--- src/rtl/fec_pkg.sv ---
`default_nettype none
// ============================================================================
//  Module      : fec_pkg
//  Description : Shared constants and unrolled LFSR helpers for the
//                Clause 74 (2112,2080) FEC encoder.
//  Revision    : 1.0 - initial multilane release
// ============================================================================
package fec_pkg;

    localparam int          FEC_BLOCK_BITS   = 2112;
    localparam int          FEC_PAYLOAD_BITS = 2080;
    localparam int          FEC_PARITY_BITS  = 32;

    // g(x) = x^32 + x^23 + x^21 + x^11 + x^2 + 1, x^32 term implicit
    localparam logic [31:0] FEC_PARITY_POLY  = 32'h00A00805;

    // PN-2112 generator load value applied at word 0 of every block
    localparam logic [57:0] FEC_PN_SEED      = 58'h3FF_FFFF_FFFF_FFFF;

    // Advance the parity LFSR by 'width' bits; data bit 0 enters first.
    function automatic logic [31:0] parity_step(input logic [31:0] state,
                                                input logic [31:0] data,
                                                input int          width);
        logic [31:0] s;
        logic        fb;
        s = state;
        for (int i = 0; i < 32; i++) begin
            if (i < width) begin
                fb = s[31] ^ data[i];
                s  = {s[30:0], 1'b0} ^ (fb ? FEC_PARITY_POLY : 32'h0);
            end
        end
        return s;
    endfunction

    // Advance the x^58+x^39+1 generator by 'width' output bits.
    function automatic logic [57:0] pn_step(input logic [57:0] state,
                                            input int          width);
        logic [57:0] s;
        logic        b;
        s = state;
        for (int i = 0; i < 32; i++) begin
            if (i < width) begin
                b = s[57] ^ s[38];
                s = {s[56:0], b};
            end
        end
        return s;
    endfunction

    // The 'width' PN bits produced from 'state'; bit 0 is the first in time.
    function automatic logic [31:0] pn_bits(input logic [57:0] state,
                                            input int          width);
        logic [57:0] s;
        logic [31:0] m;
        logic        b;
        s = state;
        m = '0;
        for (int i = 0; i < 32; i++) begin
            if (i < width) begin
                b    = s[57] ^ s[38];
                m[i] = b;
                s    = {s[56:0], b};
            end
        end
        return m;
    endfunction

endpackage : fec_pkg
`default_nettype wire

--- src/rtl/fec_lane_enc.sv ---
`default_nettype none
// ============================================================================
//  Module      : fec_lane_enc
//  Description : One FEC lane: parity LFSR, PN-2112 scrambler and the
//                registered output word mux (data / parity / bypass).
//  Revision    : 1.0 - initial multilane release
// ============================================================================
module fec_lane_enc
    import fec_pkg::*;
#(
    parameter int DATA_WIDTH = 32,
    parameter int SCRAMBLE   = 1
) (
    input  logic                  clk,
    input  logic                  arst,
    input  logic                  clear,      // abort block: zero LFSR, reload PN
    input  logic                  load,       // an output word is produced this cycle
    input  logic                  blk_start,  // current word is word 0 of a block
    input  logic                  par_sel,    // current word is a parity word
    input  logic                  byp_sel,    // current word is a raw pass-through
    input  logic [1:0]            par_idx,    // which parity word of the block
    input  logic [DATA_WIDTH-1:0] din,
    output logic [DATA_WIDTH-1:0] dout
);

    logic [31:0]           lfsr_q, lfsr_d;
    logic [57:0]           pn_q, pn_d;
    logic [DATA_WIDTH-1:0] dout_q, dout_d;

    // Block start restarts both generators without needing an extra cycle.
    logic [31:0]           lfsr_base;
    logic [57:0]           pn_base;
    logic [31:0]           scr_mask;
    logic [DATA_WIDTH-1:0] scr;
    logic [31:0]           par_rev;
    logic [31:0]           par_shift;
    logic [DATA_WIDTH-1:0] par_word;

    assign lfsr_base = blk_start ? 32'h0 : lfsr_q;
    assign pn_base   = blk_start ? FEC_PN_SEED : pn_q;
    assign scr_mask  = (SCRAMBLE != 0) ? pn_bits(pn_base, DATA_WIDTH) : 32'h0;
    assign scr       = scr_mask[DATA_WIDTH-1:0];
    assign par_shift = par_rev >> (DATA_WIDTH * int'(par_idx));
    assign par_word  = par_shift[DATA_WIDTH-1:0];

    // Bit-reverse the LFSR so the MSB lands on the first transmitted bit.
    always_comb begin
        par_rev = '0;
        for (int k = 0; k < 32; k++) begin
            par_rev[k] = lfsr_q[31-k];
        end
    end

    // Next-state selection for LFSR, scrambler and output word.
    always_comb begin
        lfsr_d = lfsr_q;
        pn_d   = pn_q;
        dout_d = dout_q;
        if (clear) begin
            lfsr_d = 32'h0;
            pn_d   = FEC_PN_SEED;
        end else if (load) begin
            if (byp_sel) begin
                dout_d = din;
            end else if (par_sel) begin
                dout_d = par_word ^ scr;
                pn_d   = pn_step(pn_base, DATA_WIDTH);
            end else begin
                lfsr_d = parity_step(lfsr_base, 32'(din), DATA_WIDTH);
                dout_d = din ^ scr;
                pn_d   = pn_step(pn_base, DATA_WIDTH);
            end
        end
    end

    // Lane state registers.
    always_ff @(posedge clk or posedge arst) begin
        if (arst) begin
            lfsr_q <= 32'h0;
            pn_q   <= FEC_PN_SEED;
            dout_q <= '0;
        end else begin
            lfsr_q <= lfsr_d;
            pn_q   <= pn_d;
            dout_q <= dout_d;
        end
    end

    assign dout = dout_q;

endmodule : fec_lane_enc
`default_nettype wire

--- src/rtl/fec_enc_multilane.sv ---
`default_nettype none
// ============================================================================
//  Module      : fec_enc_multilane
//  Description : NUM_LANES-wide Clause 74 (2112,2080) FEC encoder with shared
//                block framing, flow control, restart and bypass control.
//  Revision    : 1.0 - initial multilane release
// ============================================================================
module fec_enc_multilane
    import fec_pkg::*;
#(
    parameter int DATA_WIDTH = 32,
    parameter int NUM_LANES  = 1,
    parameter int SCRAMBLE   = 1
) (
    input  logic                            clk,
    input  logic                            arst,
    input  logic                            restart,
    input  logic                            bypass,
    input  logic [NUM_LANES*DATA_WIDTH-1:0] din,
    input  logic                            din_valid,
    output logic                            din_ready,
    output logic [NUM_LANES*DATA_WIDTH-1:0] dout,
    output logic                            dout_valid,
    output logic                            dout_sop,
    output logic                            dout_parity,
    output logic                            bypass_active
);

    localparam int WPB   = FEC_BLOCK_BITS / DATA_WIDTH;
    localparam int DW    = FEC_PAYLOAD_BITS / DATA_WIDTH;
    localparam int CNT_W = $clog2(WPB);

    localparam logic [CNT_W-1:0] DW_C   = CNT_W'(DW);
    localparam logic [CNT_W-1:0] LAST_C = CNT_W'(WPB - 1);

    // Only widths dividing both the payload and the parity field are usable.
    if (!(DATA_WIDTH == 8 || DATA_WIDTH == 16 || DATA_WIDTH == 32)) begin : g_bad_width
        $error("fec_enc_multilane: DATA_WIDTH must be 8, 16 or 32");
    end

    logic [CNT_W-1:0] cnt_q, cnt_d;
    logic             valid_q, valid_d;
    logic             sop_q, sop_d;
    logic             par_q, par_d;
    logic             byp_q, byp_d;

    logic             blk_start;
    logic             data_ph;
    logic             par_ph;
    logic             bypass_now;
    logic             accept;
    logic             load;
    logic [1:0]       par_idx;

    assign blk_start  = (cnt_q == '0);
    assign data_ph    = (cnt_q < DW_C);
    assign par_ph     = !data_ph;
    assign bypass_now = blk_start && bypass;
    assign din_ready  = !restart && data_ph;
    assign accept     = din_valid && din_ready;
    assign load       = !restart && (par_ph || accept);
    assign par_idx    = 2'(cnt_q - DW_C);

    // Block framing counter and output flag generation.
    always_comb begin
        cnt_d   = cnt_q;
        valid_d = load;
        sop_d   = load && blk_start && !bypass_now;
        par_d   = load && par_ph;
        byp_d   = !restart && bypass_now;
        if (restart) begin
            cnt_d = '0;
        end else if (par_ph) begin
            cnt_d = (cnt_q == LAST_C) ? '0 : cnt_q + 1'b1;
        end else if (accept && !bypass_now) begin
            cnt_d = cnt_q + 1'b1;
        end
    end

    // Shared control registers.
    always_ff @(posedge clk or posedge arst) begin
        if (arst) begin
            cnt_q   <= '0;
            valid_q <= 1'b0;
            sop_q   <= 1'b0;
            par_q   <= 1'b0;
            byp_q   <= 1'b0;
        end else begin
            cnt_q   <= cnt_d;
            valid_q <= valid_d;
            sop_q   <= sop_d;
            par_q   <= par_d;
            byp_q   <= byp_d;
        end
    end

    for (genvar l = 0; l < NUM_LANES; l++) begin : g_lane
        fec_lane_enc #(
            .DATA_WIDTH (DATA_WIDTH),
            .SCRAMBLE   (SCRAMBLE)
        ) u_lane (
            .clk       (clk),
            .arst      (arst),
            .clear     (restart),
            .load      (load),
            .blk_start (blk_start),
            .par_sel   (par_ph),
            .byp_sel   (bypass_now),
            .par_idx   (par_idx),
            .din       (din[l*DATA_WIDTH +: DATA_WIDTH]),
            .dout      (dout[l*DATA_WIDTH +: DATA_WIDTH])
        );
    end

    assign dout_valid    = valid_q;
    assign dout_sop      = sop_q;
    assign dout_parity   = par_q;
    assign bypass_active = byp_q;

endmodule : fec_enc_multilane
`default_nettype wire

--- config.mk ---
export PLATFORM = sky130hd
export DESIGN_NAME = fec_enc_multilane
export DESIGN_NICKNAME = d
export VERILOG_FILES = /design/src/rtl/fec_pkg.sv /design/src/rtl/fec_lane_enc.sv /design/src/rtl/fec_enc_multilane.sv
export SDC_FILE = /design/constraint.sdc
export NUM_CORES = 1
export LEC_CHECK = 0
export BUFFER_PORTS_ARGS = -buffer_cell sky130_fd_sc_hd__buf_4
export CORE_MARGIN = 3
export CORE_UTILIZATION = 40
export DETAILED_ROUTE_END_ITERATION = 10
export HOLD_SLACK_MARGIN = 0.12
export SETUP_SLACK_MARGIN = 0.5
export SYNTH_ARGS = -nofsm -noshare
export SYNTH_HDL_FRONTEND = slang
export SYNTH_SLANG_ARGS = --single-unit
--- constraint.sdc ---
create_clock -name clk -period 6.1 [get_ports clk]
set_clock_uncertainty 0.2 [all_clocks]
set_input_delay 1.22 -clock clk [delete_from_list [all_inputs] [get_ports clk]]
set_output_delay 1.22 -clock clk [all_outputs]
set_load 0.005 [all_outputs]
# [After elaboration in Yosys (flattened, before gate mapping)]
# Index checks and enable logic that the tools add are counted.
# W data, S select, Z words.
[op_classes] mux=420 eq_ne=3 order_cmp=1 bitwise=161 reduce_logical=19 shifts=1 addsub=2
[ops] cell="$mux W58" n=253
[ops] cell="$mux W32" n=131
[ops] cell="$xor A32 B32 Y32" n=34
[ops] cell="$mux W24" n=32
[ops] cell="$xor A1 B1 Y1" n=126
[ops] cell="$shr A32 B7 Y32" n=1
[ops] cell="$mux W7" n=4
[ops] cell="$logic_and A1 B1 Y1" n=9
[ops] cell="$add A7 B1 Y7 const B" n=1
[ops] cell="$eq A7 B7 Y1 const B" n=1
[ops] cell="$logic_not A7 Y1" n=1
[ops] cell="$lt A7 B7 Y1 const B" n=1
[ops] cell="$reduce_and A2 Y1" n=2
[ops] cell="$reduce_bool A2 Y1" n=2
[ops] cell="$logic_not A1 Y1" n=3
[ops] cell="$ne A3 B2 Y1 const B" n=1
[ops] cell="$reduce_and A3 Y1" n=1
[ops] cell="$ne A2 B2 Y1 const B" n=1
[ops] cell="$sub A2 B1 Y2 const B" n=1
[ops] cell="$logic_or A1 B1 Y1" n=1
[ops] cell="$not A1 Y1" n=1
[word_totals] regBits=133 input_bits=37 output_inout_bits=37 wordCells=615

# [Longest topological paths before layout]
# Gate-level depths: netlist of run 1.
[depth] depth_word=226 ltp_mapped=13 depth_no_buf=8

# [By module]
# A second synthesis of run 1 with hierarchy kept.
[unflattened] cells_unflattened=824 area_unflattened_um2=8190.4
[modules_own_cells] mod="fec_lane_enc" area_per_inst_um2=7542.2 seq_area_each_um2=3125.5 instances=1 cells_each=761
[modules_own_cells] mod="fec_enc_multilane" area_per_inst_um2=648.1 seq_area_each_um2=275.3 instances=1 cells_each=63

# [Worst setup path before layout of run 1]
# Ideal clock, no wire load.
[synth_timing] path_type="input to register" from="in din[5]" to="reg g_lane[0].u_lane.lfsr_q[26]" path_stages=7 t_required_ps=5779 slack_ps=2761 setup_time_ps=121 path_buffers=1 t_arrival_ps=3018 path_cell_list="clkbuf_2 -> xnor2_1 -> xnor2_1 -> xnor3_1 -> xnor2_1 -> xnor3_1 -> a22o_1"
[synth_between] elab_chain_len=139 elab_cells_between_ends=141 classes_between="mux: 111; bitwise: 30"
[synth_lines] element="from (decl)" line="fec_enc_multilane.sv:19" source="input logic [NUM_LANES*DATA_WIDTH-1:0] din,"
[synth_lines] element="$xor A1 B1 Y1 (*)" line="fec_pkg.sv:29" source="fb = s[31] ^ data[i];"
[synth_lines] element="$mux W24 (*)" line="fec_pkg.sv:30" source="s = {s[30:0], 1'b0} ^ (fb ? FEC_PARITY_POLY : 32'h0);"
[synth_lines] element="$xor A32 B32 Y32 (*)" line="fec_pkg.sv:30"
[synth_lines] element="$mux W32 (*)" line="fec_lane_enc.sv:65" source="end else if (par_sel) begin"
[synth_lines] element="$mux W32 (*)" line="fec_lane_enc.sv:63" source="if (byp_sel) begin"
[synth_lines] element="$mux W32 (*)" line="fec_lane_enc.sv:62" source="end else if (load) begin"
[synth_lines] element="$mux W32 (*)" line="fec_lane_enc.sv:59" source="if (clear) begin"
[synth_lines] element="$xor A32 B32 Y32 (*)" line="fec_pkg.sv:30"
[synth_lines] element="(+123 left out)"
[synth_lines] element="$mux W32 (*)" line="fec_lane_enc.sv:63"
[synth_lines] element="$mux W32 (*)" line="fec_lane_enc.sv:62"
[synth_lines] element="$mux W32 (*)" line="fec_lane_enc.sv:59"
[synth_lines] element="$xor A32 B32 Y32 (*)" line="fec_pkg.sv:30"
[synth_lines] element="$mux W32 (*)" line="fec_lane_enc.sv:65"
[synth_lines] element="$mux W32 (*)" line="fec_lane_enc.sv:63"
[synth_lines] element="$mux W32 (*)" line="fec_lane_enc.sv:62"
[synth_lines] element="$mux W32 (*)" line="fec_lane_enc.sv:59"
[synth_lines] element="to (signal assigned)" line="fec_lane_enc.sv:83" source="lfsr_q <= lfsr_d;"
[synth_lines] element="to (decl)" line="fec_lane_enc.sv:26" source="logic [31:0] lfsr_q, lfsr_d;"
# Every way passes the cells marked *; elsewhere a longest branch is shown, timed or not. The select of a mux whose other input is x is not followed.
# A chain may end at the register's enable or synchronous reset.

# [Final worst setup path of run 1]
[layout_timing] from="reg cnt_q[0]" to="reg g_lane[0].u_lane.dout_q[11]"
[layout_between] elab_chain_len=6 elab_cells_between_ends=17 classes_between="add/sub: 1; order compare: 1; shift: 1; mux: 3; bitwise: 3; reduce/logical: 8"
[layout_lines] element="from (decl)" line="fec_enc_multilane.sv:41" source="logic [CNT_W-1:0] cnt_q, cnt_d;"
[layout_lines] element="from (signal assigned)" line="fec_enc_multilane.sv:89" source="cnt_q <= cnt_d;"
[layout_lines] element="branches (longest 6 deep; another with $sub A2 B1 Y2)"
[layout_lines] element="to (signal assigned)" line="fec_lane_enc.sv:85" source="dout_q <= dout_d;"
[layout_lines] element="to (decl)" line="fec_lane_enc.sv:28" source="logic [DATA_WIDTH-1:0] dout_q, dout_d;"
# Several ways; the timed one is not identified.

==> results of run 1 <==
-- flip-flops by register name (all words and copies together) (netlist names) --
register              cells
bypass_active             1
dout_parity               1
g_lane.u_lane.lfsr_q     32
g_lane.u_lane.pn_q       58
cnt_q                     7
g_lane.u_lane.dout       32
dout_sop                  1
dout_valid                1
-- Yosys cell counts, drive strengths merged, types with 2 or more instances --
cell / count / area share, %
nand4: 2 / 0.15
o21ai: 75 / 4.5
inv: 5 / 0.22
a21boi: 2 / 0.18
nand2b: 2 / 0.15
dfstp: 58 / 18
xnor2: 128 / 14
xor2: 87 / 9.1
xor3: 4 / 1.1
xnor3: 25 / 6.8
a211oi: 3 / 0.27
buf: 14 / 0.78
nand3: 32 / 1.9
a22o: 12 / 1.3
o22a: 57 / 6.0
and3: 16 / 1.2
dfrtp: 75 / 22
ha: 3 / 0.45
and2: 4 / 0.30
nor2: 59 / 2.6
or2: 2 / 0.15
nand2: 98 / 4.4
a21oi: 18 / 1.1
clkbuf: 44 / 2.0
-- how the worst min path moves through the flow --
stage / slack [ns] / start / endpoint
4_1_cts: 0.29 / g_lane[0].u_lane.dout[28]$_DFFE_PP0P_ / g_lane[0].u_lane.dout[28]$_DFFE_PP0P_
5_1_grt: 0.29 / g_lane[0].u_lane.dout[21]$_DFFE_PP0P_ / g_lane[0].u_lane.dout[21]$_DFFE_PP0P_
6_report: 0.28 / g_lane[0].u_lane.dout[6]$_DFFE_PP0P_ / g_lane[0].u_lane.dout[6]$_DFFE_PP0P_
3_3_place_gp: 0.27 / g_lane[0].u_lane.dout[13]$_DFFE_PP0P_ / g_lane[0].u_lane.dout[13]$_DFFE_PP0P_
2_1_floorplan: 0.27 / g_lane[0].u_lane.dout[0]$_DFFE_PP0P_ / g_lane[0].u_lane.dout[0]$_DFFE_PP0P_
3_5_place_dp: 0.27 / g_lane[0].u_lane.dout[28]$_DFFE_PP0P_ / g_lane[0].u_lane.dout[28]$_DFFE_PP0P_
-- power groups by stage --
stage	combinational, mW	clock, mW	sequential, mW
2_1_floorplan	1.63	0	1.17
3_3_place_gp	1.98	0	1.25
3_5_place_dp	2.00	0	1.25
4_1_cts	2.01	1.01	1.24
5_1_grt	2.18	1.06	1.26
6_report	2.01	0.999	1.24
-- logic make-up (layout without fill, tap and decap cells) --
family                   after synthesis  count (layout)
XOR/XNOR                             244             244
AND/OR/NAND/NOR                      221             221
AO/OA/AOI/OAI                        172             172
flip-flops                           133             133
buffers and inverters                 63             117
adder cells (fa/ha/maj)                3               3
multiplexers                           1               1
-- worst max-delay path: stages (launching register included) --
cell     delay, ns
dfrtp_1       0.62
inv_1         0.19
ha_1          0.15
nor2b_1       0.44
and2_2        0.78
buf_4         0.40
nor2_1        0.16
xor2_1        0.20
o21ai_0       0.27
o21ai_0       0.11
-- metal layers --
metal  share of wire, %  global-route usage [%]
met5                  0                       0
met1                 46                    34.2
met4                2.9                    8.25
met2                 44                    34.7
met3                6.6                    3.89
-- layout make-up --
class	count	area [um^2]
fillers	1983	10800
repair buffers	80	601
inverters	5	23.8
multi-input cells	641	4750
clock inverters	13	124
clock buffers	19	443
flip-flops and latches	133	3400
well taps	270	338
-- per-stage QoR --
| step | worst slack (ns) | total power [mW] | cells | util, % |
|---|---|---|---|---|
| 3_3_place_gp | 2.45 | 3.23 | 1129 | 44.6 |
| 6_report | 2.40 | 4.25 | 1161 | 47.4 |
| 2_1_floorplan | 1.22 | 2.80 | 837 | - |
| 4_1_cts | 2.41 | 4.26 | 1161 | 47.4 |
| 5_1_grt | 2.19 | 4.50 | 1161 | 47.4 |
| 3_5_place_dp | 2.42 | 3.25 | 1129 | 44.6 |
==> results.toml, run 1 <==
[yosys]
synth_ff_type = "dfrtp_1"
synth_area_um2 = 8390
synth_top_family_by_area = "XOR/XNOR gates"
synth-simple-area-share_pct = 11.6
synth_edf_count = 0
ys_async_sr_fraction_pct = 100
synth_fa_ha_area_share_pct = 0.448
synth_compound_gate_area_share_pct = 13.7
yosys_warnings = 0
synth_fp_nets = 877
ys_ff_latch = 133
synth_cell_type_count = 42
synth_cells = 837
yosysSeqAreaShare_pct = 40.6
synth_area_per_cell_um2 = 10.0
synth_xor_area_share_pct = 30.6
muxShareOfSynthArea_pct = 0.119

[worst_setup_path]
crit_end = "g_lane[0].u_lane.dout[11]$_DFFE_PP0P_"
rr_worst_depth = 9
r2r_slack_ns = 2.40
crit_arrival_ns = 3.80
reg2reg_to = "g_lane[0].u_lane.dout[11]$_DFFE_PP0P_"
critPathMaxFanout = 36
worstSetupStartpointType = "flip-flop"
cp-end-kind = "flip-flop"
crit_required_ns = 6.20
cp-startpoint = "cnt_q[0]$_DFFE_PP0P_"
setup.worst_path.class = "flip-flop to flip-flop"
timing.rr.start = "cnt_q[0]$_DFFE_PP0P_"

[route]
wirelength_mm = 25.5
vias = 6324
ant_nets = 0
detail_route.wl_per_cell_um = 21.9
via_per_inst = 5.45
first_pass_iters = 5
drc_errors = 0
first_iter_violations = 524

[clock_network]
hold_buffers = 0
numCtsBuffers = 17
clock_latency_ns = 0.44
clock_tree.buffer_depth = 2
cts_tree = "done"
cts_sinks = 133
clkTransAtPathRegs_ns = 0.06
htree_levels = 4
cts-root-buf = "clkbuf_16"
postCtsSetupBuffers = 0
post_cts_resized = 0

[worst_hold_path]
hold_class = "flip-flop to flip-flop"
worstHoldPathCells = 2

[global_routing]
grtUsageTotal_pct = 23.2
grt_pass1_wl_mm = 38.9
gr-total-overflow = 0
grt_max_degree = 95
grt_pass1_vias = 6204
antenna_found_initial = 0

[final_layout]
final_nets = 918
final_cell_mix = "xnor2_1 (125), nand2_1 (97), xor2_1 (87), buf_4 (80)"
stdcell_area_um2 = 9680
antenna_cells = 0
drive_above_1_share_pct = 20.4
layout_commonest_cell = "xnor2_1"
area.growth.synth_to_final_pct = 15.4

[floorplan]
die_y_um = 151
rows = 52
die_area_um2 = 22700
core-area_um2 = 20400
die_x_um = 151
io_pins = 74
start_util_pct = 41.0

[placed_design]
place.gp.congestion = 0.922
placed_cell_area_um2 = 9110
numPortBuffers = 73
post-dp-hpwl_mm = 18.4

[pwr]
p_per_area_nw_per_um2 = 440
pwr-share-seq_pct = 29.2
p_leak_nw = 4.12
combinationalPowerShare_pct = 47.4
swShare_pct = 35.4
clkPwrFrac_pct = 23.5
irDropWorstVdd_uv = 182
cell_internal_pwr_mw = 2.75
p_switching_mw = 1.51

[sta]
tightestPinTransition_ns = 1.02
hold_viol = 0
holdWs_ns = 0.278
slew_headroom_pct = 31.8
finalMaxSlewViolations = 0
period_share_pct = 60.7
period_minus_slack_ns = 3.70
fmax_ghz = 0.270
rsz0062_at_grt = "no"
setup-tns-final_ns = 0
finalSetupViolations = 0

[run_status]
status = "finished, final reports clean"

[run]
drv_cap = 0
(Power assumes the default switching activity.)
==> run 2: changes to the inputs <==
clock period = 3.1 ns   (was 6.1 ns; I/O delays follow)
==> results.toml, run 2 (synthesis results as in run 1) <==
[placed_design]
numPortBuffers = 73
place.gp.congestion = 0.919
post-dp-hpwl_mm = 18.7

[final_layout]
final_nets = 963
final_util_pct = 50.3
drive_above_1_share_pct = 26.2
area.growth.synth_to_final_pct = 22.6
layout_commonest_cell = "xnor2_1"
final_cell_mix = "xnor2_1 (119), buf_4 (117), nand2_1 (96), xor2_1 (85), o21ai_0 (71)"
largest_reg_flops = 58
antenna_cells = 0
top_register = "g_lane.u_lane.pn_q"

[global_routing]
antenna_found_initial = 0
gr-total-overflow = 0
grt_max_degree = 134
grtUsageTotal_pct = 23.8
grt_pass1_vias = 6398
grt_pass1_wl_mm = 39.8

[sta]
slew_headroom_pct = 49.3
finalSetupViolations = 0
hold_viol = 0
setup-tns-final_ns = 0
period_share_pct = 84.0
tightestPinTransition_ns = 0.761
finalMaxSlewViolations = 0
rsz0062_at_grt = "yes"
period_minus_slack_ns = 2.60
fmax_ghz = 0.384

[clock_network]
clock_tree.buffer_depth = 2
numCtsBuffers = 17
clock_latency_ns = 0.43
hold_buffers = 0
cts-root-buf = "clkbuf_16"
cts_tree = "done"
htree_levels = 4
cts_sinks = 133
clkTransAtPathRegs_ns = 0.06

[pwr]
pwr-share-seq_pct = 27.4
p_leak_nw = 4.45
cell_internal_pwr_mw = 5.84
swShare_pct = 34.2
combinationalPowerShare_pct = 48.1
p_switching_mw = 3.04
clkPwrFrac_pct = 24.5
p_per_area_nw_per_um2 = 864
irDropWorstVdd_uv = 375

[floorplan]
die_area_um2 = 22700
rows = 52
start_util_pct = 41.0
die_y_um = 151
die_x_um = 151
core-area_um2 = 20400
io_pins = 74

[worst_setup_path]
timing.rr.start = "cnt_q[2]$_DFFE_PP0P_"
crit_arrival_ns = 2.72
r2r_slack_ns = 0.50
crit_required_ns = 3.22
cpPeakStageDelay_ns = 0.44
cp_cell_sequence = "nor4_4 -> buf_4 -> buf_4 -> nand2_2 -> buf_6 -> buf_4 -> nand2_2 -> xor2_2 -> xnor3_1 -> a22o_1"
critPathMaxFanout = 10
crit_top_cell = "buf_4"
setup.worst_path.class = "flip-flop to flip-flop"
cp-end-kind = "flip-flop"
rr_worst_depth = 10
worstSetupStartpointType = "flip-flop"
reg2reg_to = "g_lane[0].u_lane.lfsr_q[31]$_DFFE_PP0P_"
crit_slowest_cell = "dfrtp_2"

[route]
ant_nets = 0
first_pass_iters = 5
detail_route.wl_per_cell_um = 21.7
first_iter_violations = 528
wirelength_mm = 26.2
drc_errors = 0
via_per_inst = 5.35
vias = 6455

[worst_hold_path]
hold_class = "input pin to asynchronous set/reset pin"

[run_status]
status = "finished, final reports clean"

[run]
drv_cap = 0
run 2: cell types whose count changed in the layout (fill, tap and decap cells not counted), sizes merged:
cell	delta
buf	+44
bufinv	+2
clkbuf	+3
clkinvlp	-1
inv	-4
bufbuf	+1
run 2: layer usage:
layer	routed length [um]	vias up	track usage (%)
li1	-	3000	-
met2	11400	261	34.9
met4	798	0	9.38
met5	0	-	0
met1	12200	3152	34.9
met3	1820	42	4.25
run 2: how the worst max path moves through the flow:
stage | cells after the start | to | from | slack, ns
3_3_place_gp | 8 | g_lane[0].u_lane.lfsr_q[25]$_DFFE_PP0P_ | din[2] | 0.18
4_1_cts | 6 | g_lane[0].u_lane.lfsr_q[2]$_DFFE_PP0P_ | g_lane[0].u_lane.lfsr_q[29]$_DFFE_PP0P_ | 0.50
6_report | 10 | g_lane[0].u_lane.lfsr_q[31]$_DFFE_PP0P_ | cnt_q[2]$_DFFE_PP0P_ | 0.50
5_1_grt | 10 | g_lane[0].u_lane.lfsr_q[31]$_DFFE_PP0P_ | cnt_q[2]$_DFFE_PP0P_ | 0.41
3_5_place_dp | 8 | g_lane[0].u_lane.lfsr_q[25]$_DFFE_PP0P_ | din[2] | 0.14
2_1_floorplan | 11 | g_lane[0].u_lane.lfsr_q[21]$_DFFE_PP0P_ | cnt_q[0]$_DFFE_PP0P_ | 0.51
run 2: area by class of cell:
cell class	count	area, um^2
Multi-Input combinational cell	641	4840
Sequential cell	133	3410
Timing Repair Buffer	125	1040
Tap cell	270	338
Inverter	5	22.5
Clock buffer	22	485
Fill cell	1928	10100
Clock inverter	10	144
run 2: timing repair:
action / in CTS / in global routing
resized for setup: 8 / 15
pin swaps: 3 / 4
hold endpoints to repair: 0 / 0
setup buffers: 6 / 8
gates cloned: 1 / 0
setup endpoints to repair: 78 / 47
run 2: power by group through the flow:
| stage | logic, mW | clock network, mW | registers (mW) |
|---|---|---|---|
| 6_report | 4.27 | 2.17 | 2.44 |
| 3_3_place_gp | 4.09 | 0 | 2.45 |
| 5_1_grt | 4.60 | 2.29 | 2.47 |
| 2_1_floorplan | 3.24 | 0 | 2.31 |
| 3_5_place_dp | 4.11 | 0 | 2.45 |
| 4_1_cts | 4.25 | 2.20 | 2.43 |
run 2: per-stage QoR:
| stage | hold WS (ns) | setup slack (ns) | instance area, um^2 | total power [mW] | cells |
|---|---|---|---|---|---|
| 3_5_place_dp | 0.274 | 0.144 | 9420 | 6.57 | 1159 |
| 5_1_grt | 0.247 | 0.406 | 10300 | 9.37 | 1206 |
| 4_1_cts | 0.228 | 0.502 | 10200 | 8.88 | 1198 |
| 3_3_place_gp | 0.267 | 0.175 | 9420 | 6.54 | 1159 |
| 6_report | 0.177 | 0.498 | 10300 | 8.88 | 1206 |
| 2_1_floorplan | 0.273 | 0.508 | 8430 | 5.55 | 837 |
run 2: worst max-delay path, delay by kind of cell, from the launching register on:
| kind | cells | cell delay (ns) |
|---|---|---|
| buffers and inverters | 4 | 0.65 |
| XOR/XNOR | 2 | 0.59 |
| flip-flops | 1 | 0.44 |
| AND/OR/NAND/NOR | 3 | 0.43 |
| AO/OA/AOI/OAI | 1 | 0.18 |
==> run 3: changes to the inputs <==
clock period = 2.24 ns   (was 3.1 ns; I/O delays follow)
==> results.toml, run 3 (synthesis results as in run 1) <==
[run_status]
status = "finished with violations"
violations = "setup timing"

[worst_setup_path]
cp-end-kind = "flip-flop"
critPathMaxFanout = 8
crit_arrival_ns = 2.57
worstSetupStartpointType = "flip-flop"
crit_required_ns = 2.36
setup.worst_path.class = "flip-flop to flip-flop"

[final_layout]
area.growth.synth_to_final_pct = 63.7
fill_cells = 1513
largest_reg_flops = 58
final_nets = 1201
antenna_cells = 0
final_cell_mix = "buf_4 (286), xnor2_1 (105), xor2_1 (70), dfrtp_1 (70), dfstp_2 (58)"
stdcell_count = 1444
drive_above_1_share_pct = 56.0
top_register = "g_lane.u_lane.pn_q"
final_util_pct = 67.2
layout_commonest_cell = "buf_4"

[placed_design]
pre_cts_slack_ns = -0.496
numPortBuffers = 73
post-dp-hpwl_mm = 21.1
place.gp.congestion = 0.920
dp_cells = 1350

[sta]
setup-tns-final_ns = -13.39
hold_viol = 0
rsz0062_at_grt = "yes"
tightestPinTransition_ns = 0.683
finalWorstSetupSlack_ns = -0.206
fmax_ghz = 0.409
finalSetupViolations = 128
period_minus_slack_ns = 2.45
period_share_pct = 109
finalMaxSlewViolations = 0
slew_headroom_pct = 54.1

[route]
ant_nets = 0
wirelength_mm = 32.4
detail_route.wl_per_cell_um = 22.5
drc_errors = 0
first_iter_violations = 692
vias = 7834
first_pass_iters = 5
via_per_inst = 5.43

[clock_network]
clock_latency_ns = 0.43
numCtsBuffers = 17
cts-root-buf = "clkbuf_16"
clkTransAtPathRegs_ns = 0.07
cts_sinks = 133
clock_tree.buffer_depth = 2
htree_levels = 4
cts_tree = "done"

[global_routing]
grt_pass1_vias = 7528
grt_pass1_wl_mm = 45.7
grt_max_degree = 88
gr-total-overflow = 0
antenna_found_initial = 0
grtUsageTotal_pct = 27.2

[floorplan]
rows = 52
die_area_um2 = 22700
start_util_pct = 41.0
core-area_um2 = 20400
io_pins = 74
die_y_um = 151
die_x_um = 151

[pwr]
p_leak_nw = 6.14
irDropWorstVdd_uv = 516
p_per_area_nw_per_um2 = 1140

[worst_hold_path]
hold_class = "input pin to flip-flop"

[run]
drv_cap = 0
-- run 3: where the power goes --
group | switching, mW | leakage (nW) | internal [mW]
clock | 1.25 | 0.321 | 1.93
sequential | 0.410 | 1.58 | 2.90
combinational | 3.98 | 4.24 | 5.21
total | 5.63 | 6.14 | 10.0
-- run 3: routing by layer --
| layer | routed length [um] | GRT usage [%] |
|---|---|---|
| met1 | 13600 | 37.9 |
| met2 | 15400 | 42.8 |
| met3 | 2260 | 3.95 |
| met4 | 1220 | 11.1 |
| met5 | 0 | 0 |
-- run 3: critical path, cell delays in order (launching register included) --
cell     delay [ns]
dfrtp_1        0.40
nor4_4         0.35
buf_6          0.21
and2_4         0.28
buf_12         0.14
buf_16         0.13
nor2_4         0.04
xor2_1         0.18
o21ai_1        0.17
buf_4          0.16
o21ai_2        0.06
-- run 3: cell type report --
type | instances | area [um^2] | share of cell area (%)
Tap cell | 270 | 338 | 2.46
Clock inverter | 14 | 215 | 1.57
Timing Repair Buffer | 362 | 3390 | 24.7
Inverter | 5 | 28.8 | 0.210
Multi-Input combinational cell | 642 | 5910 | 43.0
Clock buffer | 18 | 439 | 3.20
Sequential cell | 133 | 3410 | 24.8
-- run 3: what timing repair did --
item / in CTS / in global routing
hold endpoints to repair: 78 / 0
gates resized for setup: 105 / 127
pin swaps: 33 / 66
endpoints found under the setup margin: 134 / 134
gates cloned: 8 / 8
setup buffers: 28 / 15
hold buffers: 3 / 0
-- run 3: path summary, 6_finish.rpt --
check | startpoint | end | slack [ns] | depth (start not counted)
worst max-delay path | cnt_q[2]$_DFFE_PP0P_ | g_lane[0].u_lane.dout[10]$_DFFE_PP0P_ | -0.21 | 10
worst min-delay path | restart | cnt_q[2]$_DFFE_PP0P_ | 0.26 | 3
worst max register to register | cnt_q[2]$_DFFE_PP0P_ | g_lane[0].u_lane.dout[10]$_DFFE_PP0P_ | -0.21 | 10
worst min register to register | g_lane[0].u_lane.dout[19]$_DFFE_PP0P_ | g_lane[0].u_lane.dout[19]$_DFFE_PP0P_ | 0.28 | 2
max in group asynchronous | arst | cnt_q[0]$_DFFE_PP0P_ | 0.78 | 4
min in group asynchronous | arst | g_lane[0].u_lane.dout[22]$_DFFE_PP0P_ | 0.50 | 4
-- run 3: stage by stage --
step                      instance area, um^2  hold WS (ns)  total power [mW]
after global placement                  11400         0.270              10.9
final                                   13700         0.259              15.7
after floorplan                          9010         0.279              8.37
after CTS                               12900         0.226              14.8
after detailed placement                11400         0.277              11.0
after global routing                    13700         0.276              16.3
